[src/rtl/fft32_frame_sequencer.sv]
// Run-time controller for the fft32 streaming kernel: sequences ap_start/ap_ready/ap_done
// per frame, checks stream TLAST placement, and latches a stall watchdog fault.
module fft32_frame_sequencer #(
  parameter int FRAME_LEN  = 32,
  parameter int CNT_W      = 6,
  parameter int WDOG_W     = 16,
  parameter int WDOG_LIMIT = 1000
) (
  input  logic        ap_clk,
  input  logic        ap_rst_n,
  input  logic        cfg_enable,
  input  logic [15:0] cfg_num_frames,
  input  logic        cmd_start,
  input  logic        cmd_abort,
  output logic        kernel_ap_start,
  input  logic        kernel_ap_ready,
  input  logic        kernel_ap_done,
  input  logic        in_tvalid,
  input  logic        in_tready,
  input  logic        in_tlast,
  input  logic        out_tvalid,
  input  logic        out_tready,
  input  logic        out_tlast,
  output logic        busy,
  output logic        run_done,
  output logic [15:0] frames_done,
  output logic        err_in_len,
  output logic        err_out_len,
  output logic        stall_timeout,
  output logic [1:0]  stall_src,
  output logic [1:0]  state_dbg
);

  // Stream taps are passive monitors: a beat is counted only on TVALID & TREADY.
  typedef enum logic [1:0] {
    S_IDLE  = 2'd0,
    S_LOAD  = 2'd1,
    S_DRAIN = 2'd2,
    S_FAULT = 2'd3
  } state_t;

  localparam logic [CNT_W-1:0]  FLEN      = CNT_W'(FRAME_LEN);
  localparam logic [WDOG_W-1:0] WDOG_LAST = WDOG_W'(WDOG_LIMIT - 1);

  state_t             state, state_nxt;
  logic [CNT_W-1:0]   in_cnt, out_cnt;
  logic [CNT_W-1:0]   in_cnt_p1, out_cnt_p1;
  logic [CNT_W-1:0]   in_cnt_nxt, out_cnt_nxt;
  logic [WDOG_W-1:0]  wdog_cnt;
  logic [15:0]        num_frames;
  logic [15:0]        frames_inc;
  logic               abort_pending;
  logic               active, in_beat, out_beat, progress;
  logic               start_ok, wdog_hit, frame_end, run_end;
  logic               in_err, out_err;

  always_comb begin
    active     = (state == S_LOAD) || (state == S_DRAIN);
    in_beat    = in_tvalid & in_tready;
    out_beat   = out_tvalid & out_tready;
    progress   = in_beat | out_beat | kernel_ap_ready | kernel_ap_done;
    start_ok   = (state == S_IDLE) && cmd_start && cfg_enable;
    wdog_hit   = active && !progress && (wdog_cnt == WDOG_LAST);
    frame_end  = ((state == S_LOAD) && kernel_ap_ready && kernel_ap_done) ||
                 ((state == S_DRAIN) && kernel_ap_done);
    frames_inc = (frames_done == 16'hFFFF) ? frames_done : frames_done + 16'd1;
    run_end    = frame_end && (abort_pending ||
                 ((num_frames != 16'd0) && (frames_inc >= num_frames)));

    in_cnt_p1   = in_cnt + 1'b1;
    out_cnt_p1  = out_cnt + 1'b1;
    in_cnt_nxt  = (in_beat && in_cnt != FLEN) ? in_cnt_p1 : in_cnt;
    out_cnt_nxt = (out_beat && out_cnt != FLEN) ? out_cnt_p1 : out_cnt;
    // TLAST must coincide exactly with beat FRAME_LEN; any beat past it is an overrun.
    in_err  = in_beat && ((in_cnt == FLEN) || (in_tlast != (in_cnt_p1 == FLEN)));
    out_err = out_beat && ((out_cnt == FLEN) || (out_tlast != (out_cnt_p1 == FLEN)));
  end

  always_comb begin
    state_nxt = state;
    case (state)
      S_IDLE:  if (start_ok) state_nxt = S_LOAD;
      S_LOAD: begin
        if (wdog_hit)             state_nxt = S_FAULT;
        else if (frame_end)       state_nxt = run_end ? S_IDLE : S_LOAD;
        else if (kernel_ap_ready) state_nxt = S_DRAIN;
      end
      S_DRAIN: begin
        if (wdog_hit)       state_nxt = S_FAULT;
        else if (frame_end) state_nxt = run_end ? S_IDLE : S_LOAD;
      end
      S_FAULT: if (cmd_abort) state_nxt = S_IDLE;
      default: state_nxt = S_IDLE;
    endcase
  end

  always_ff @(posedge ap_clk or negedge ap_rst_n) begin
    if (!ap_rst_n) begin
      state         <= S_IDLE;
      run_done      <= 1'b0;
      frames_done   <= '0;
      num_frames    <= '0;
      in_cnt        <= '0;
      out_cnt       <= '0;
      wdog_cnt      <= '0;
      err_in_len    <= 1'b0;
      err_out_len   <= 1'b0;
      stall_timeout <= 1'b0;
      stall_src     <= '0;
      abort_pending <= 1'b0;
    end else begin
      state    <= state_nxt;
      run_done <= run_end;

      // Any state change (including LOAD->DRAIN) restarts the no-progress count.
      if (!active || progress || (state_nxt != state)) wdog_cnt <= '0;
      else                                             wdog_cnt <= wdog_cnt + 1'b1;

      if (start_ok || frame_end) begin
        in_cnt  <= '0;
        out_cnt <= '0;
      end else if (active) begin
        in_cnt  <= in_cnt_nxt;
        out_cnt <= out_cnt_nxt;
      end

      if (start_ok) begin
        num_frames    <= cfg_num_frames;
        frames_done   <= '0;
        err_in_len    <= 1'b0;
        err_out_len   <= 1'b0;
        stall_timeout <= 1'b0;
        stall_src     <= '0;
        abort_pending <= 1'b0;
      end else begin
        if (frame_end) frames_done <= frames_inc;
        if (active && in_err) err_in_len <= 1'b1;
        if (active && (out_err || (frame_end && out_cnt_nxt != FLEN))) err_out_len <= 1'b1;
        if (wdog_hit) begin
          stall_timeout <= 1'b1;
          stall_src     <= {out_tvalid & ~out_tready, in_tready & ~in_tvalid};
        end
        if (run_end || ((state == S_FAULT) && cmd_abort)) abort_pending <= 1'b0;
        else if (active && cmd_abort)                     abort_pending <= 1'b1;
      end
    end
  end

  assign busy            = (state != S_IDLE);
  assign kernel_ap_start = (state == S_LOAD);
  assign state_dbg       = state;

endmodule

[config.mk]
export PLATFORM = sky130hd
export DESIGN_NAME = fft32_frame_sequencer
export DESIGN_NICKNAME = d
export VERILOG_FILES = /design/src/rtl/fft32_frame_sequencer.sv
export SDC_FILE = /design/constraint.sdc
export NUM_CORES = 1
export LEC_CHECK = 0
export ABC_AREA = 1
export BUFFER_PORTS_ARGS = -buffer_cell sky130_fd_sc_hd__buf_2
export CAP_MARGIN = 20
export CORE_ASPECT_RATIO = 0.7
export CORE_MARGIN = 4
export CORE_UTILIZATION = 59
export DETAILED_ROUTE_END_ITERATION = 10
export PLACE_DENSITY = 0.78
export SLEW_MARGIN = 20
export SYNTH_ARGS = -nofsm -noshare
export SYNTH_HDL_FRONTEND = slang
export SYNTH_SLANG_ARGS = --single-unit
[constraint.sdc]
create_clock -name ap_clk -period 4 [get_ports ap_clk]
set_input_delay 0.8 -clock ap_clk [delete_from_list [all_inputs] [get_ports ap_clk]]
set_output_delay 0.8 -clock ap_clk [all_outputs]
set_load 0.02 [all_outputs]
==> summary.txt, run 1 <==
Layout
  • Total inserted antenna cells: 0
  • Top library cells by usage in the layout, fill and taps aside: sky130_fd_sc_hd__nand2_1, sky130_fd_sc_hd__inv_1, sky130_fd_sc_hd__dfrtp_1, sky130_fd_sc_hd__buf_2, sky130_fd_sc_hd__o21ai_0
  • Leading cell type in the layout, fill and taps excluded: sky130_fd_sc_hd__nand2_1
  • Final layout net count: 675
  • Final std cells w/o fill: 718
  • Filler instances: 547
  • Footprint of the flip-flops and latches: 1730 sq um
  • Footprint of the multi-input gates: 2190 sq um
  • Final Instance Area: 4930 sq um
  • Fraction of final layout cells sized beyond drive strength 1: 17.3%
  • Area growth, synth to finish: 14.3%

Place
  • Cell area reported after detailed placement: 4680 sq um
  • Port Buffers: 54
  • Sum of net half-perimeters after detailed placement: 7410 um
  • RePlAce Congestion: 0.963
  • Placed cell count: 702

Worst setup path
  • Critical register-to-register path startpoint: frames_done[0]$_DFFE_PN0N_
  • Critical path's largest stage delay: 0.39 ns
  • Required time of the critical path: 4.26 ns
  • Most used cell along the critical path: sky130_fd_sc_hd__nand2_1
  • Worst endpoint data arrival time: 3.63 ns
  • Cell-by-cell trace of the critical path: ha_1 > inv_1 > nor3_2 > nand2_1 > nor2_2 > nand4_4 > nand3_1 > nor2_1 > xor2_1 > ha_1 > a21oi_1 > o21ai_0 > a21oi_1 > nand2_1 > nand2_1 > nand3_1 > nand3_2 > nand3_2 > nor2_1
  • Startpoint type of the worst setup path: flip-flop
  • Worst Setup End Kind: flip-flop
  • Top delay family on crit path: simple AND/OR/NAND/NOR gates
  • Slowest CP cell: sky130_fd_sc_hd__dfrtp_1
  • Setup Crit Path Kind: flip-flop to flip-flop
  • Largest driver fanout on the critical path: 16
  • Launching instance or port of the critical path: frames_done[0]$_DFFE_PN0N_
  • CP Buf/Inv Count: 1

Power and ir drop
  • Part of the total power dissipated in sequential elements: 33.3%
  • Power density of the placed cells: 651 nW/um^2
  • Net switching component of the power: 0.00139 W
  • Combinational share of power: 44.7%
  • Internal power summed over all cells: 0.00182 W
  • Relative contribution of the clock network to total power: 22.0%
  • VDD IR-drop max: 404 uV
  • Static leakage: 2.55 nW
  • Switching part of the total: 43.3%

Clocking
  • Post-CTS Setup Bufs: 0
  • Deepest clock path buffer count: 2
  • Clock Pin Slew Worst Setup and Hold Paths: 0.08 ns
  • Sinks on the clock net: 69
  • H-tree level count: 3
  • Count of hold-fix buffers inserted at cts: 0
  • CTS buffer count: 9
  • Number of gates resized after CTS: 0
  • Clock tree from TritonCTS: built
  • Clock root buffer: sky130_fd_sc_hd__clkbuf_8
  • Skew-Pair Late Insertion Delay: 0.35 ns

Synthesis
  • Yosys Warn Count: 0
  • Synth cell types: 40
  • Area leader, netlist: sky130_fd_sc_hd__dfrtp_1
  • Share of synthesized area occupied by flip-flops and latches: 40.0%
  • Synthesized instance count: 560
  • Largest cells by area after synthesis: sky130_fd_sc_hd__dfrtp_1, sky130_fd_sc_hd__nand2_1, sky130_fd_sc_hd__ha_1, sky130_fd_sc_hd__inv_1, sky130_fd_sc_hd__o21ai_0
  • Net Count, Synth: 616
  • Cell area after synthesis: 4310 sq um
  • Register bit count reported by yosys: 69
  • Mean Syn Cell Area: 7.70 sq um
  • Area share of the largest cell type after synthesis: 40.0%

Timing
  • Slew HR: 61.9%
  • Final number of max-transition violations: 0
  • TNS Setup: 0 ns
  • Unrepaired setup endpoints after global routing: false
  • Final setup violating endpoints: 0
  • Final hold slack: 0.437 ns
  • Highest Clock Rate: 297 MHz
  • Transition at the pin with the smallest max-transition slack: 0.572 ns
  • Final critical-path required period: 3.37 ns
  • Final period utilization: 84.2%
  • Number of hold-slack violations in the final timing report: 0
  • Worst clock skew: 0.0124 ns

Drt
  • Count of routing violations after the opening detailed-route iteration: 326
  • Average wire per cell in the routed design: 13.9 um
  • Routed vias/inst: 5.38
  • Antenna Violating Nets Remaining: 0
  • Total iterations of the first detailed-routing run: 5
  • Count of vias placed by the detailed router: 3,865
  • DR DRC count: 0
  • Routed WL: 9970 um

Global route
  • Total congestion overflow: 0
  • Number of antenna violations at the first check in global routing: 0
  • Total routing usage reported by global routing: 24.8%
  • Largest net degree at the start of global routing: 43
  • Global-route wire length before repair: 17,000 um
  • Vias in the first global route: 3,603

Worst hold path
  • Hold crit path type: input pin to async pin

Status
  • Result of the run: finished clean

Die
  • Count of boundary I/O pins: 55
  • Die footprint: 8770 sq um
  • Floorplan die width: 110 um
  • Area inside the core boundary: 6910 sq um
  • DIE HEIGHT: 79.5 um
  • Effective utilization at floorplan: 62.4%
  • Standard-cell rows: 25

Flow run
  • Reported max-cap violation count: 0
-- registers in the layout, summed over array words and instances, names as in the netlist --
register	cells
state_dbg	2
num_frames	16
out_cnt	6
abort_pending	1
err_out_len	1
frames_done	16
err_in_len	1
wdog_cnt	16
in_cnt	6
stall_timeout	1
stall_src	2
run_done	1
-- cells by family after synthesis --
logic type	count (synthesis)	share of synthesized area, %
and+or+nand+nor	262	28.5
buffers and inverters	102	9.14
AOI/OAI and AO/OA	82	10.7
DFF	69	40.0
adders and majority gates	27	7.83
xor gates and xnor gates	18	3.83
-- cells in the mapped netlist, drive strengths merged --
master,number
a21oi,16
a22o,1
and2,1
and3,2
buf,2
clkbuf,7
clkinv,1
dfrtp,69
ha,27
inv,92
nand2,130
nand3,37
nand3b,3
nand4,16
nor2,59
nor3,9
nor4,3
o21a,1
o21ai,48
o22ai,13
o41ai,3
or2,2
xnor2,2
xor2,16
-- metal layers --
metal | up-vias | wire length [um] | track usage, %
met1 | 1791 | 5020 | 37.0
met2 | 129 | 4130 | 36.3
li1 | 1928 | - | -
met4 | 0 | 129 | 6.27
met3 | 17 | 690 | 6.06
met5 | - | 0 | 0
-- cell type report --
class	count	share of cell area, %
clock inverter	6	2.23
clock buffer	10	2.79
sequential	69	35.0
inverter	93	7.08
timing repair buffer	57	5.99
multi-input combinational	389	44.5
tap	94	2.39
-- stage by stage --
step / power (W) / utilization, % / worst slack, ns
after floorplan: 0.00209 / - / 1.00
after global placement: 0.00244 / 67.7 / 0.839
after detailed placement: 0.00249 / 67.7 / 0.698
after CTS: 0.00321 / 71.3 / 0.648
after global routing: 0.00349 / 71.3 / 0.142
final: 0.00321 / 71.3 / 0.633
-- final timing paths --
| check | endpoint | slack, ns | depth (start not counted) |
|---|---|---|---|
| max | wdog_cnt[14]$_DFF_PN0_ | 0.63 | 19 |
| min | err_in_len$_DFFE_PN0P_ | 0.44 | 1 |
| max reg2reg | wdog_cnt[14]$_DFF_PN0_ | 0.63 | 19 |
| min reg2reg | stall_src[1]$_DFFE_PN0P_ | 0.49 | 2 |
| max in group asynchronous | in_cnt[1]$_DFFE_PN0P_ | 2.77 | 2 |
| min in group ap_clk | stall_src[1]$_DFFE_PN0P_ | 0.49 | 2 |
-- power by group through the flow --
stage	registers [W]	clock network [W]	logic, W
floorplan	0.00114	0	0.000955
global placement	0.00107	0	0.00137
detailed placement	0.00108	0	0.00141
CTS	0.00106	0.000723	0.00143
global route	0.00110	0.000751	0.00164
finish	0.00107	0.000706	0.00143
No activity file was read; power rests on OpenSTA's default activity.
==> run 2, diff against run 1 <==
--- a/config.mk
+++ b/config.mk
@@ -10,9 +10,9 @@
 export CAP_MARGIN = 20
 export CORE_ASPECT_RATIO = 0.7
 export CORE_MARGIN = 4
-export CORE_UTILIZATION = 59
+export CORE_UTILIZATION = 53
 export DETAILED_ROUTE_END_ITERATION = 10
-export PLACE_DENSITY = 0.78
+export PLACE_DENSITY = 0.74
 export SLEW_MARGIN = 20
 export SYNTH_ARGS = -nofsm -noshare
 export SYNTH_HDL_FRONTEND = slang
==> constraint.sdc (replaced) <==
create_clock -name ap_clk -period 2.8 [get_ports ap_clk]
set_input_delay 0.56 -clock ap_clk [delete_from_list [all_inputs] [get_ports ap_clk]]
set_output_delay 0.56 -clock ap_clk [all_outputs]
set_load 0.02 [all_outputs]
==> summary.txt, run 2 (synthesis gave the netlist of run 1 again) <==
Status
  • Result of the run: complete, but fails checks
  • Violations in the final reports: setup timing

Place
  • Worst slack at placement: -0.217 ns (-0.915 ns)
  • Sum of net half-perimeters after detailed placement: 7920 um (+6.9%)
  • Port Buffers: 54 (unchanged)
  • RePlAce Congestion: 0.889 (-7.7%)

Worst setup path
  • Largest driver fanout on the critical path: 8 (-8)
  • Required time of the critical path: 3.02 ns (-1.24 ns)
  • Startpoint type of the worst setup path: flip-flop
  • Termination of the worst setup path: wdog_cnt[4]$_DFF_PN0_
  • Critical R2R Capture: wdog_cnt[4]$_DFF_PN0_
  • Worst endpoint data arrival time: 3.21 ns (-0.42 ns)
  • FF-to-FF setup slack: -0.20 ns (-0.83 ns)
  • Worst Setup End Kind: flip-flop
  • Critical register-to-register path startpoint: frames_done[0]$_DFFE_PN0N_
  • Launching instance or port of the critical path: frames_done[0]$_DFFE_PN0N_
  • Setup Crit Path Kind: flip-flop to flip-flop
  • Number of cells on the worst reg-to-reg path: 20 (+1)

Timing
  • Final setup violating endpoints: 17 (+17)
  • Minimum setup slack in the final design: -0.199 ns (-0.832 ns)
  • Slew HR: 41.4% (-21 points)
  • Worst clock skew: 0.00537 ns (-0.00699 ns)
  • Transition at the pin with the smallest max-transition slack: 0.880 ns (+0.308 ns)
  • Final period utilization: 107% (+23 points)
  • Final critical-path required period: 3.00 ns (-0.368 ns)
  • Highest Clock Rate: 333 MHz (+12%)
  • Unrepaired setup endpoints after global routing: true
  • Final number of max-transition violations: 0 (unchanged)
  • Number of hold-slack violations in the final timing report: 0 (unchanged)

Layout
  • Fraction of final layout cells sized beyond drive strength 1: 26.5% (+9.2 points)
  • Biggest regs: frames_done (16), num_frames (16), wdog_cnt (16)
  • Final core occ: 69.5% (-1.8 points)
  • Top library cells by usage in the layout, fill and taps aside: sky130_fd_sc_hd__nand2_1, sky130_fd_sc_hd__inv_1, sky130_fd_sc_hd__dfrtp_1, sky130_fd_sc_hd__buf_2, sky130_fd_sc_hd__o21ai_0
  • Area growth, synth to finish: 27.3%
  • Leading cell type in the layout, fill and taps excluded: sky130_fd_sc_hd__nand2_1
  • Footprint of the multi-input gates: 2370 sq um (+8.0%)
  • Footprint of the flip-flops and latches: 1730 sq um (+0.29%)
  • Final layout net count: 716 (+6.1%)
  • Filler instances: 636 (+16%)
  • Total inserted antenna cells: 0 (unchanged)

Drt
  • Count of vias placed by the detailed router: 4,084 (+5.7%)
  • Count of routing violations after the opening detailed-route iteration: 292 (-10%)
  • DR DRC count: 0 (unchanged)
  • Total iterations of the first detailed-routing run: 5 (unchanged)
  • Antenna Violating Nets Remaining: 0 (unchanged)
  • Routed vias/inst: 5.33 (-0.96%)
  • Routed WL: 11,300 um (+14%)
  • Average wire per cell in the routed design: 14.8 um (+6.7%)

Clocking
  • Clock Pin Slew Worst Setup and Hold Paths: 0.05 ns (-0.03 ns)
  • Count of hold-fix buffers inserted at cts: 0 (unchanged)
  • Sinks on the clock net: 69 (unchanged)
  • H-tree level count: 3 (unchanged)
  • Clock root buffer: sky130_fd_sc_hd__clkbuf_16
  • Clock tree from TritonCTS: built
  • Skew-Pair Late Insertion Delay: 0.33 ns (-0.02 ns)
  • Deepest clock path buffer count: 2 (unchanged)
  • CTS buffer count: 9 (unchanged)

Global route
  • Global-route wire length before repair: 18,600 um (+9.7%)
  • Largest net degree at the start of global routing: 70 (+63%)
  • Total congestion overflow: 0 (unchanged)
  • Number of antenna violations at the first check in global routing: 0 (unchanged)
  • Vias in the first global route: 4,028 (+12%)
  • Total routing usage reported by global routing: 23.9% (-0.88 points)

Flow run
  • Reported max-cap violation count: 0 (unchanged)

Die
  • Area inside the core boundary: 7910 sq um (+14%)
  • Standard-cell rows: 27 (+8.0%)
  • Effective utilization at floorplan: 54.6% (-7.8 points)
  • Die footprint: 9670 sq um (+10%)
  • Floorplan die width: 116 um (+5.1%)
  • DIE HEIGHT: 83.5 um (+5.0%)
  • Count of boundary I/O pins: 55 (unchanged)

Power and ir drop
  • Power density of the placed cells: 953 nW/um^2 (+46%)
  • Static leakage: 2.83 nW (+11%)
  • VDD IR-drop max: 609 uV (+51%)

Worst hold path
  • Hold crit path type: input pin to async pin
[run 2: area by class of cell]
class / count / area share [%]
repair buffers: 96 / 10.7
well taps: 101 / 2.30
clock inverters: 4 / 1.28
clock buffers: 12 / 4.67
inverters: 93 / 6.40
multi-input cells: 391 / 43.1
flip-flops and latches: 69 / 31.5
[run 2: timing repair]
item,in CTS,in global routing
pin swaps,10,3
gates cloned,2,0
setup buffers,4,4
resized for setup,11,19
setup endpoints to repair,16,19
[run 2: layer usage]
layer	up-vias	track usage, %	part of all wire [%]
li1	2024	-	-
met1	1909	32.8	46
met2	132	38.0	47
met3	19	5.29	6.0
met4	0	7.17	1.5
met5	-	0	0
[run 2: through the flow]
step | std cells | TNS (ns) | hold slack [ns] | total power (W) | cell area [sq um]
after floorplan | 560 | -0.694 | 0.264 | 0.00302 | 4360
after global placement | 741 | -1.85 | 0.463 | 0.00368 | 4970
after detailed placement | 741 | -3.20 | 0.466 | 0.00378 | 4970
after CTS | 763 | -1.22 | 0.426 | 0.00514 | 5400
after global routing | 766 | -7.29 | 0.430 | 0.00563 | 5490
final | 766 | -2.86 | 0.423 | 0.00524 | 5490
[run 2: critical path: stages (launching register included)]
cell and delay, ns:
sky130_fd_sc_hd__dfrtp_2 0.38, sky130_fd_sc_hd__ha_4 0.15, sky130_fd_sc_hd__inv_4 0.04, sky130_fd_sc_hd__nor3_4 0.14
sky130_fd_sc_hd__nand2_2 0.11, sky130_fd_sc_hd__nor2_4 0.16, sky130_fd_sc_hd__nand4_4 0.18, sky130_fd_sc_hd__nand3_2 0.13
sky130_fd_sc_hd__nor2_2 0.04, sky130_fd_sc_hd__xor2_1 0.16, sky130_fd_sc_hd__ha_1 0.34, sky130_fd_sc_hd__a21oi_1 0.15
sky130_fd_sc_hd__o21ai_1 0.09, sky130_fd_sc_hd__a21oi_1 0.14, sky130_fd_sc_hd__nand2_1 0.09, sky130_fd_sc_hd__nand2_2 0.08
sky130_fd_sc_hd__nand3_2 0.09, sky130_fd_sc_hd__nand2_2 0.10, sky130_fd_sc_hd__nand3_4 0.10, sky130_fd_sc_hd__nand3_4 0.15
sky130_fd_sc_hd__nor2_1 0.07
[run 2: worst min path at each step]
stage | slack, ns | to | cells after the start
6_report | 0.42 | wdog_cnt[10]$_DFF_PN0_ | 2
5_1_grt | 0.43 | stall_src[0]$_DFFE_PN0P_ | 2
4_1_cts | 0.43 | num_frames[0]$_DFFE_PN0P_ | 3
3_5_place_dp | 0.47 | stall_src[1]$_DFFE_PN0P_ | 2
3_3_place_gp | 0.46 | stall_src[1]$_DFFE_PN0P_ | 2
2_1_floorplan | 0.26 | abort_pending$_DFFE_PN0P_ | 0
[run 2: power breakdown]
part	switching [W]	internal [W]	total, W
Sequential	0.000212	0.00128	0.00150
Combinational	0.00156	0.000933	0.00250
Clock	0.000417	0.000825	0.00124
==> run 3, diff against run 2 <==
--- a/config.mk
+++ b/config.mk
@@ -10,9 +10,9 @@
 export CAP_MARGIN = 20
 export CORE_ASPECT_RATIO = 0.7
 export CORE_MARGIN = 4
-export CORE_UTILIZATION = 53
+export CORE_UTILIZATION = 63
 export DETAILED_ROUTE_END_ITERATION = 10
-export PLACE_DENSITY = 0.74
+export PLACE_DENSITY = 0.83
 export SLEW_MARGIN = 20
 export SYNTH_ARGS = -nofsm -noshare
 export SYNTH_HDL_FRONTEND = slang
==> constraint.sdc (replaced) <==
create_clock -name ap_clk -period 3.5 [get_ports ap_clk]
set_input_delay 0.7 -clock ap_clk [delete_from_list [all_inputs] [get_ports ap_clk]]
set_output_delay 0.7 -clock ap_clk [all_outputs]
set_load 0.02 [all_outputs]
==> summary.txt, run 3 (synthesis gave the netlist of run 1 again) <==
Status
  • Result of the run: finished clean

Worst setup path
  • Required time of the critical path: 3.75 ns (+0.73 ns)
  • Setup Crit Path Kind: flip-flop to flip-flop
  • Startpoint type of the worst setup path: flip-flop
  • Worst endpoint data arrival time: 3.58 ns (+0.37 ns)
  • FF-to-FF setup slack: 0.17 ns (+0.37 ns)
  • Critical register-to-register path startpoint: frames_done[6]$_DFFE_PN0N_
  • Critical R2R Capture: wdog_cnt[14]$_DFF_PN0_
  • Number of cells on the worst reg-to-reg path: 20 (unchanged)
  • Largest driver fanout on the critical path: 8 (unchanged)
  • Launching instance or port of the critical path: frames_done[6]$_DFFE_PN0N_
  • Termination of the worst setup path: wdog_cnt[14]$_DFF_PN0_
  • Worst Setup End Kind: flip-flop

Layout
  • Fraction of final layout cells sized beyond drive strength 1: 17.7% (-8.8 points)
  • Final layout net count: 679 (-5.2%)
  • Total inserted antenna cells: 0 (unchanged)
  • Biggest regs: frames_done (16), num_frames (16), wdog_cnt (16)
  • Final Instance Area: 4970 sq um (-9.6%)
  • Top library cells by usage in the layout, fill and taps aside: sky130_fd_sc_hd__nand2_1, sky130_fd_sc_hd__inv_1, sky130_fd_sc_hd__dfrtp_1, sky130_fd_sc_hd__buf_2, sky130_fd_sc_hd__o21ai_0
  • Area growth, synth to finish: 15.1%
  • Leading cell type in the layout, fill and taps excluded: sky130_fd_sc_hd__nand2_1

Drt
  • Count of routing violations after the opening detailed-route iteration: 318 (+8.9%)
  • Total iterations of the first detailed-routing run: 5 (unchanged)
  • Routed vias/inst: 5.56 (+4.2%)
  • Count of vias placed by the detailed router: 3,996 (-2.2%)
  • Average wire per cell in the routed design: 15.1 um (+1.7%)
  • Antenna Violating Nets Remaining: 0 (unchanged)
  • DR DRC count: 0 (unchanged)
  • Routed WL: 10,800 um (-4.6%)

Die
  • Area inside the core boundary: 6430 sq um (-19%)
  • Standard-cell rows: 24 (-11%)
  • DIE HEIGHT: 77.2 um (-7.5%)
  • Floorplan die width: 107 um (-7.7%)
  • Die footprint: 8260 sq um (-15%)
  • Effective utilization at floorplan: 67.1% (+13 points)
  • Count of boundary I/O pins: 55 (unchanged)

Place
  • Worst slack at placement: 0.0368 ns (+0.254 ns)
  • Sum of net half-perimeters after detailed placement: 7640 um (-3.5%)
  • Port Buffers: 54 (unchanged)
  • RePlAce Congestion: 0.928 (+4.4%)
  • Cell area reported after detailed placement: 4680 sq um (-5.8%)

Global route
  • Number of antenna violations at the first check in global routing: 0 (unchanged)
  • Total congestion overflow: 0 (unchanged)
  • Global-route wire length before repair: 17,500 um (-5.9%)
  • Total routing usage reported by global routing: 26.7% (+2.7 points)
  • Largest net degree at the start of global routing: 39 (-44%)
  • Vias in the first global route: 3,839 (-4.7%)

Clocking
  • H-tree level count: 3 (unchanged)
  • Count of hold-fix buffers inserted at cts: 0 (unchanged)
  • CTS buffer count: 9 (unchanged)
  • Clock root buffer: sky130_fd_sc_hd__clkbuf_8
  • Deepest clock path buffer count: 2 (unchanged)
  • Clock Pin Slew Worst Setup and Hold Paths: 0.07 ns (+0.02 ns)
  • Skew-Pair Late Insertion Delay: 0.36 ns (+0.03 ns)
  • Sinks on the clock net: 69 (unchanged)
  • Clock tree from TritonCTS: built

Power and ir drop
  • Static leakage: 2.57 nW (-9.2%)
  • Power after layout: 0.00369 W (-30%)
  • VDD IR-drop max: 448 uV (-27%)
  • Power density of the placed cells: 743 nW/um^2 (-22%)

Timing
  • Slew HR: 43.5% (+2.2 points)
  • TNS Setup: 0 ns (+2.86 ns)
  • Transition at the pin with the smallest max-transition slack: 0.844 ns (-0.0357 ns)
  • Number of hold-slack violations in the final timing report: 0 (unchanged)
  • Final number of max-transition violations: 0 (unchanged)
  • Final critical-path required period: 3.33 ns (+0.335 ns)
  • Final hold slack: 0.423 ns (-0.000225 ns)
  • Final setup violating endpoints: 0 (-17)
  • Minimum setup slack in the final design: 0.166 ns (+0.365 ns)
  • Worst clock skew: 0.00848 ns (+0.00311 ns)
  • Highest Clock Rate: 300 MHz (-10%)
  • Final period utilization: 95.3% (-12 points)

Flow run
  • Reported max-cap violation count: 0 (unchanged)

Worst hold path
  • Hold crit path type: input pin to async pin
## run 3: worst max-delay path: stages, from the launching register on
cell and delay (ns):
sky130_fd_sc_hd__dfrtp_1 0.44, sky130_fd_sc_hd__inv_1 0.09, sky130_fd_sc_hd__nor3_1 0.25, sky130_fd_sc_hd__nand2_1 0.15
sky130_fd_sc_hd__nor2_4 0.14, sky130_fd_sc_hd__nand4_4 0.14, sky130_fd_sc_hd__buf_4 0.18, sky130_fd_sc_hd__nand3_1 0.08
sky130_fd_sc_hd__nor2_1 0.05, sky130_fd_sc_hd__xor2_1 0.21, sky130_fd_sc_hd__ha_1 0.30, sky130_fd_sc_hd__a21oi_1 0.14
sky130_fd_sc_hd__o21ai_0 0.10, sky130_fd_sc_hd__a21oi_1 0.13, sky130_fd_sc_hd__nand2_1 0.08, sky130_fd_sc_hd__nand2_1 0.08
sky130_fd_sc_hd__nand3_1 0.12, sky130_fd_sc_hd__nand2_2 0.11, sky130_fd_sc_hd__nand3_2 0.15, sky130_fd_sc_hd__nand3_4 0.20
sky130_fd_sc_hd__nor2_1 0.06
## run 3: worst min path at each step
stage                                  endpoint  cells past startpoint
finish              frames_done[10]$_DFFE_PN0N_                      1
global route        frames_done[10]$_DFFE_PN0N_                      1
CTS                 frames_done[10]$_DFFE_PN0N_                      1
detailed placement     stall_src[0]$_DFFE_PN0P_                      2
global placement       stall_src[1]$_DFFE_PN0P_                      2
floorplan             abort_pending$_DFFE_PN0P_                      0
## run 3: metrics by stage
step	cells	utilization, %
floorplan	560	-
global placement	698	72.8
detailed placement	698	72.8
CTS	714	76.3
global route	719	77.3
finish	719	77.3
## run 3: cell type report
| cell class | count | area (sq um) |
|---|---|---|
| Tap cell | 91 | 114 |
| Fill cell | 464 | 1460 |
| Inverter | 93 | 349 |
| Sequential cell | 69 | 1730 |
| Clock inverter | 4 | 70.1 |
| Clock buffer | 12 | 155 |
| Multi-Input combinational cell | 390 | 2220 |
| Timing Repair Buffer | 60 | 328 |
## run 3: power by group
group	internal, W	total, W	switching [W]
registers	0.00102	0.00122	0.000202
logic	0.000579	0.00172	0.00114
clock network	0.000438	0.000745	0.000307
total	0.00204	0.00369	0.00165
## run 3: what timing repair did
| action | CTS | global route |
|---|---|---|
| buffers inserted | 0 | 4 |
| setup endpoints to repair | 0 | 16 |
| gates resized for setup | 0 | 3 |
## run 3: metal layers
metal / wire length, um / up-vias / track usage, % / part of all wire (%)
met4: 104 / 0 / 6.77 / 0.96
met3: 910 / 14 / 7.89 / 8.4
met2: 4850 / 180 / 40.4 / 45
met1: 4960 / 1862 / 37.5 / 46
met5: 0 / - / 0 / 0
li1: - / 1940 / - / -
